$ cat config.mk
export PLATFORM = sky130hd
export DESIGN_NAME = fifo_stream_reader_flat
export DESIGN_NICKNAME = d
export VERILOG_FILES = /design/src/rtl/fifo_stream_pkg.sv /design/src/rtl/fifo_stream_reader_if.sv /design/src/rtl/fifo_stream_outbuf.sv /design/src/rtl/fifo_stream_reader.sv /design/src/flat_wrapper.sv
export SDC_FILE = /design/constraint.sdc
export NUM_CORES = 1
export LEC_CHECK = 0
export CAP_MARGIN = 10
export CORE_MARGIN = 2
export CORE_UTILIZATION = 56
export DETAILED_ROUTE_END_ITERATION = 6
export PLACE_DENSITY = 0.86
export SETUP_SLACK_MARGIN = 0.5
export SYNTH_ARGS = -nofsm -noshare
export SYNTH_HDL_FRONTEND = slang
export SYNTH_HIERARCHICAL = 1
export SYNTH_SLANG_ARGS = --single-unit
export TNS_END_PERCENT = 5
$ cat constraint.sdc
create_clock -name clock -period 6.4 [get_ports clock]
set_input_delay 1.92 -clock clock [delete_from_list [all_inputs] [get_ports clock]]
set_output_delay 1.92 -clock clock [all_outputs]
set_load 0.01 [all_outputs]
$ cat src/rtl/fifo_stream_pkg.sv
// Shared constants and the buffer sizing rule for the FIFO stream reader.
package fifo_stream_pkg;

   localparam int DEFAULT_BIT_WIDTH    = 32;
   localparam int DEFAULT_READ_LATENCY = 1;

   // Two entries beyond the read latency keep one word per cycle flowing
   // while the freed slot's credit takes a cycle to come back.
   function automatic int calc_buffer_depth(input int readLatency);
      return readLatency + 2;
   endfunction

endpackage

$ cat src/rtl/fifo_stream_reader_if.sv
// FIFO pop pins plus the outgoing valid/ready stream; master is the reader.
interface fifo_stream_reader_if
   import fifo_stream_pkg::*;
#(
   parameter int bitWidth = DEFAULT_BIT_WIDTH
);

   logic                fifoEmpty;
   logic [bitWidth-1:0] fifoPopData;
   logic                fifoPop;
   logic                outValid;
   logic                outReady;
   logic [bitWidth-1:0] outData;

   modport master (
      input  fifoEmpty, fifoPopData, outReady,
      output fifoPop, outValid, outData
   );

   modport slave (
      output fifoEmpty, fifoPopData, outReady,
      input  fifoPop, outValid, outData
   );

endinterface

$ cat src/rtl/fifo_stream_outbuf.sv
// Circular output buffer: landing FIFO words are queued and offered head-first
// on the valid/ready side.
module fifo_stream_outbuf
   import fifo_stream_pkg::*;
#(
   parameter int bitWidth = DEFAULT_BIT_WIDTH,
   parameter int depth    = 3
) (
   input  logic                         clock,
   input  logic                         reset,
   input  logic                         wrEn,
   input  logic [bitWidth-1:0]          wrData,
   output logic                         outValid,
   input  logic                         outReady,
   output logic [bitWidth-1:0]          outData,
   output logic [$clog2(depth + 1)-1:0] count
);

   localparam int PTR_W = $clog2(depth);
   localparam int CNT_W = $clog2(depth + 1);
   localparam logic [PTR_W-1:0] LAST_PTR = PTR_W'(depth - 1);

   logic [bitWidth-1:0] mem_q [depth];
   logic [PTR_W-1:0]    wrPtr_q, wrPtr_d;
   logic [PTR_W-1:0]    rdPtr_q, rdPtr_d;
   logic [CNT_W-1:0]    count_q, count_d;
   logic                xfer;

   function automatic logic [PTR_W-1:0] ptr_inc(input logic [PTR_W-1:0] p);
      return (p == LAST_PTR) ? '0 : p + 1'b1;
   endfunction

   assign outValid = (count_q != '0);
   assign xfer     = outValid && outReady;
   // Empty buffer presents zero so a fresh reset shows a clean bus.
   assign outData  = outValid ? mem_q[rdPtr_q] : '0;
   assign count    = count_q;

   always_comb begin
      wrPtr_d = wrPtr_q;
      rdPtr_d = rdPtr_q;
      count_d = count_q;
      if (wrEn) wrPtr_d = ptr_inc(wrPtr_q);
      if (xfer) rdPtr_d = ptr_inc(rdPtr_q);
      case ({wrEn, xfer})
         2'b10:   count_d = count_q + 1'b1;
         2'b01:   count_d = count_q - 1'b1;
         default: count_d = count_q;
      endcase
   end

   always_ff @(posedge clock) begin
      if (reset) begin
         wrPtr_q <= '0;
         rdPtr_q <= '0;
         count_q <= '0;
      end else begin
         wrPtr_q <= wrPtr_d;
         rdPtr_q <= rdPtr_d;
         count_q <= count_d;
      end
   end

   always_ff @(posedge clock) begin
      if (wrEn) mem_q[wrPtr_q] <= wrData;
   end

endmodule

$ cat src/rtl/fifo_stream_reader.sv
// Drains a FIFO pop port into a valid/ready stream, hiding SRAM read latency.
// Define FIFO_STREAM_READER_STATS_EN to add wordCount/stallCount outputs.
module fifo_stream_reader
   import fifo_stream_pkg::*;
#(
   parameter int bitWidth    = DEFAULT_BIT_WIDTH,
   parameter int readLatency = DEFAULT_READ_LATENCY
) (
   input  logic                 clock,
   input  logic                 reset,
   fifo_stream_reader_if.master bus
`ifdef FIFO_STREAM_READER_STATS_EN
   ,
   output logic [31:0]          wordCount,
   output logic [31:0]          stallCount
`endif
);

   localparam int bufferDepth = calc_buffer_depth(readLatency);
   localparam int CNT_W       = $clog2(bufferDepth + 1);
   localparam int OCC_W       = $clog2(bufferDepth + readLatency + 1);

   if (readLatency < 1 || readLatency > 4) begin : g_bad_latency
      $error("fifo_stream_reader: readLatency must be 1..4");
   end

   logic [readLatency-1:0] inFlight_q, inFlight_d;
   logic [CNT_W-1:0]       count;
   logic [OCC_W-1:0]       occupancy;
   logic                   popAccept;

   // Registered count only: a slot freed this cycle is reusable next cycle.
   always_comb begin
      occupancy = OCC_W'(count);
      for (int i = 0; i < readLatency; i++) begin
         occupancy = occupancy + OCC_W'(inFlight_q[i]);
      end
   end

   assign bus.fifoPop = !reset && !bus.fifoEmpty && (occupancy < OCC_W'(bufferDepth));
   assign popAccept   = bus.fifoPop && !bus.fifoEmpty;

   always_comb begin
      inFlight_d    = '0;
      inFlight_d[0] = popAccept;
      for (int i = 1; i < readLatency; i++) begin
         inFlight_d[i] = inFlight_q[i-1];
      end
   end

   always_ff @(posedge clock) begin
      if (reset) inFlight_q <= '0;
      else       inFlight_q <= inFlight_d;
   end

   fifo_stream_outbuf #(
      .bitWidth (bitWidth),
      .depth    (bufferDepth)
   ) u_outbuf (
      .clock    (clock),
      .reset    (reset),
      .wrEn     (inFlight_q[readLatency-1]),
      .wrData   (bus.fifoPopData),
      .outValid (bus.outValid),
      .outReady (bus.outReady),
      .outData  (bus.outData),
      .count    (count)
   );

`ifdef FIFO_STREAM_READER_STATS_EN
   logic [31:0] wordCount_q, stallCount_q;

   always_ff @(posedge clock) begin
      if (reset) begin
         wordCount_q  <= '0;
         stallCount_q <= '0;
      end else begin
         if (bus.outValid && bus.outReady)  wordCount_q  <= wordCount_q + 32'd1;
         if (bus.outValid && !bus.outReady) stallCount_q <= stallCount_q + 32'd1;
      end
   end

   assign wordCount  = wordCount_q;
   assign stallCount = stallCount_q;
`endif

endmodule

$ cat src/flat_wrapper.sv
// flat-port wrapper written by rule: the top's interface ports become plain ports
module fifo_stream_reader_flat import fifo_stream_pkg::*;
#(
   parameter int bitWidth    = DEFAULT_BIT_WIDTH,
   parameter int readLatency = DEFAULT_READ_LATENCY
)
  (clock, reset, bus_fifoEmpty, bus_fifoPopData, bus_outReady, bus_fifoPop, bus_outValid, bus_outData);
  fifo_stream_reader_if #(.bitWidth(bitWidth)) bus_i ();
  input  logic clock;
  input  logic reset;
  input wire logic [$bits(bus_i.fifoEmpty)-1:0] bus_fifoEmpty;
  input wire logic [$bits(bus_i.fifoPopData)-1:0] bus_fifoPopData;
  input wire logic [$bits(bus_i.outReady)-1:0] bus_outReady;
  output wire logic [$bits(bus_i.fifoPop)-1:0] bus_fifoPop;
  output wire logic [$bits(bus_i.outValid)-1:0] bus_outValid;
  output wire logic [$bits(bus_i.outData)-1:0] bus_outData;
  assign bus_i.fifoEmpty = bus_fifoEmpty;
  assign bus_i.fifoPopData = bus_fifoPopData;
  assign bus_i.outReady = bus_outReady;
  assign bus_fifoPop = bus_i.fifoPop;
  assign bus_outValid = bus_i.outValid;
  assign bus_outData = bus_i.outData;
  fifo_stream_reader #(.bitWidth(bitWidth), .readLatency(readLatency)) u_core (.clock(clock), .reset(reset), .bus(bus_i));
endmodule
==> metrics.txt <==
Initial Util 57.4%; worst skew pair latency 350 ps; Layout area overhead 24.2%; fraction of layout cells with a size suffix above 1 13.8%; Most Crowded Layer GR met2; P_int 0.00130 W; num rows 31; Routed Antenna Nets 0; synthesized instance count 243; initial DRC count 119; Mean Syn Cell Area 17.0 um2; register share of total power 47.0%; Clock power frac 24.0%; PostCTS Resize Cnt 0; Slew headroom 29.4%; max-slew violations 0; vias 2181; maximum VDD drop 226 uV; crit-path cells clkdlybuf4s50_1, a2111oi_1, clkdlybuf4s50_1; Sink Count 105; Worst Path Required 4480 ps; Root Buffer clkbuf_8; setup bufs post-CTS 0; Residual DRC 0; Worst Path Arrival 3380 ps; CP max stage cell clkdlybuf4s50_1; CP most frequent cell clkdlybuf4s50_1; M3 GR Usage 2.77%; worst slew pin tran 1060 ps; die span in y 90.0 um; core area 7210 um2; largest net degree at the start of global routing 33; P_sw 0.000488 W; Comb power frac 29.0%; Yosys reg bits 105; drt total wl 6850 um; hpwl dp 4140 um; fin crit share 82.9%; maximum root-to-sink buffer count 2; Hold WC Path Type reg2reg; Finish-stage setup viols 0; setup TNS 0 ps; RSZ-0062 raised after global routing no; Inserted Diodes 0; RePlAce Congestion 0.734; Tot GR Track Use 17.4%; endpoints failing hold 0; total CTS buffers 9; drt wl/cell 16.3 um; Net Sw Frac 27.4%; global route total overflow 0; clock slew seen by the registers of the worst setup and hold paths 90 ps; P per Cell Area 347 nW/um2; met1 Track Usage GR 21.0%; CTS tree done; vias in the first global route 2244; initial antenna violation count 0; DR pass1 iterations 4; worst hold slack 502 ps; GR Layer Usage met2 30.2%; Die X 90.0 um; Synth Warn # 6; critical path startpoint category input port; crit path time final 5300 ps; # Max-Cap Violations 0; Crit path largest cell delay 600 ps; global-route wire length before repair 10800 um; die area 8100 um2; CP max FO 8; sequential cell area fraction in the yosys report 74.0%; Finished Core Util 71.3%; fmax 189 MHz; outcome completed; net count after synthesis 282; H-tree depth 3; Vias/cell 5.21; Worst Setup Path Type in2out; NumNets Final 354; Critical Path Sink Type output port; # IOs 70; synthesized area 4140 um2; IO buf count 69; Worst Clk Skew 8.76 ps; hold-fix buffers at CTS 0; P_leak 1.65 nW; Unique masters post-synth 23
==> cell usage after synthesis <==
cell	count	area share (%)
nor3_1	1	0.12
buf_6	3	0.82
nor2b_1	2	0.30
nor2_1	38	3.4
or3_1	2	0.30
o21ai_1	1	0.12
o21ba_2	1	0.24
nand2_1	3	0.27
xor2_1	1	0.21
dfxtp_1	9	4.4
a2111oi_2	1	0.36
inv_1	3	0.27
a2111oi_1	1	0.24
mux2i_1	33	8.0
ha_1	3	0.91
a21oi_1	2	0.24
mux2_2	20	5.4
clkbuf_1	2	0.18
mux2_1	13	3.5
xnor2_1	1	0.21
buf_2	6	0.73
edfxtp_1	96	70
o21ai_0	1	0.12
==> power groups by stage <==
stage               Sequential, W  Clock (W)  Combinational, W
detailed placement       0.000856          0          0.000520
global placement         0.000853          0          0.000512
finish                   0.000839   0.000428          0.000517
global route             0.000847   0.000463          0.000556
CTS                      0.000840   0.000434          0.000524
floorplan                0.000817          0          0.000300
==> cell usage in the layout, fill, tap and decap left out <==
cell and count:
o21ai_1 1, nor2_1 35, clkdlybuf4s50_1 69, o21ba_2 1
clkbuf_8 9, edfxtp_1 96, dfxtp_1 7, ha_1 3
mux2_2 20, xor2_1 1, nor2b_1 2, nand2_1 3
o21ai_0 1, inv_1 3, clkinv_4 1, mux2_1 13
bufinv_16 2, nor3_2 1, xnor2_1 1, clkinvlp_4 1
clkinv_1 1, buf_4 3, or3_1 2, dfxtp_2 2
nor2_4 2, a2111oi_2 1, a2111oi_1 1, a21oi_1 2
nor2_2 1, mux2i_1 33, clkbuf_1 2
==> layer usage <==
metal  vias to the layer above  part of all wire (%)
met5                         -                     0
met4                         0                   2.8
met3                        15                   2.7
met2                        50                    52
met1                      1066                    42
li1                       1050                     -
==> worst max-delay path: cells and delay by family <==
family          cells  cell delay (ps)
buf+inv             2             1150
compound gates      1              310
==> logic make-up (layout without fill, tap and decap cells) <==
kind of cell               Yosys count  in the layout  share of synthesized area, %
adders and majority gates            3              3                         0.906
and+or+nand+nor                     46             46                          4.44
buffers and inverters               14             91                          1.99
muxes                               66             66                          16.9
xor gates and xnor gates             2              2                         0.423
AOI/OAI and AO/OA                    7              7                          1.33
DFF                                105            105                          74.0
==> flip-flops by register name, summed over array words and instances (netlist names), named ones only <==
register,flops
u_core/u_outbuf/mem_q,96
u_core/u_outbuf/count,2
u_core/u_outbuf/rdPtr_q,2
u_core/u_outbuf/wrPtr_q,2
u_core/inFlight_q,1
==> cell type report <==
type | instances | area, um2
clock buffers | 11 | 131
clock inverters | 5 | 80.1
fillers | 484 | 2070
inverters | 3 | 11.3
multi-input cells | 124 | 1020
flip-flops and latches | 105 | 3070
well taps | 99 | 124
repair buffers | 72 | 713
==> per-stage QoR <==
step / total power (W) / instances / setup WS, ps / cell area [um2]
after global placement: 0.00136 / 403 / 1110 / 4930
after detailed placement: 0.00138 / 403 / 1080 / 4930
after floorplan: 0.00112 / 243 / 2040 / 4140
final: 0.00178 / 419 / 1100 / 5140
after global routing: 0.00187 / 419 / 972 / 5140
after CTS: 0.00180 / 419 / 1080 / 5140
==> worst paths after layout <==
kind / startpoint / end / slack (ps) / depth (start not counted)
setup / recovery: reset / bus_fifoPop / 1100 / 3
hold / removal: u_core/u_outbuf/rdPtr_q[0]$_SDFFE_PP0N_ / register / 500 / 2
setup reg to reg: u_core/u_outbuf/wrPtr_q[0]$_SDFFE_PP0P_ / u_core/u_outbuf/mem_q[1][11]$_DFFE_PP_ / 4650 / 2
hold reg to reg: u_core/u_outbuf/rdPtr_q[0]$_SDFFE_PP0N_ / register / 500 / 2
Note: power is estimated with default switching activity, not from simulation.
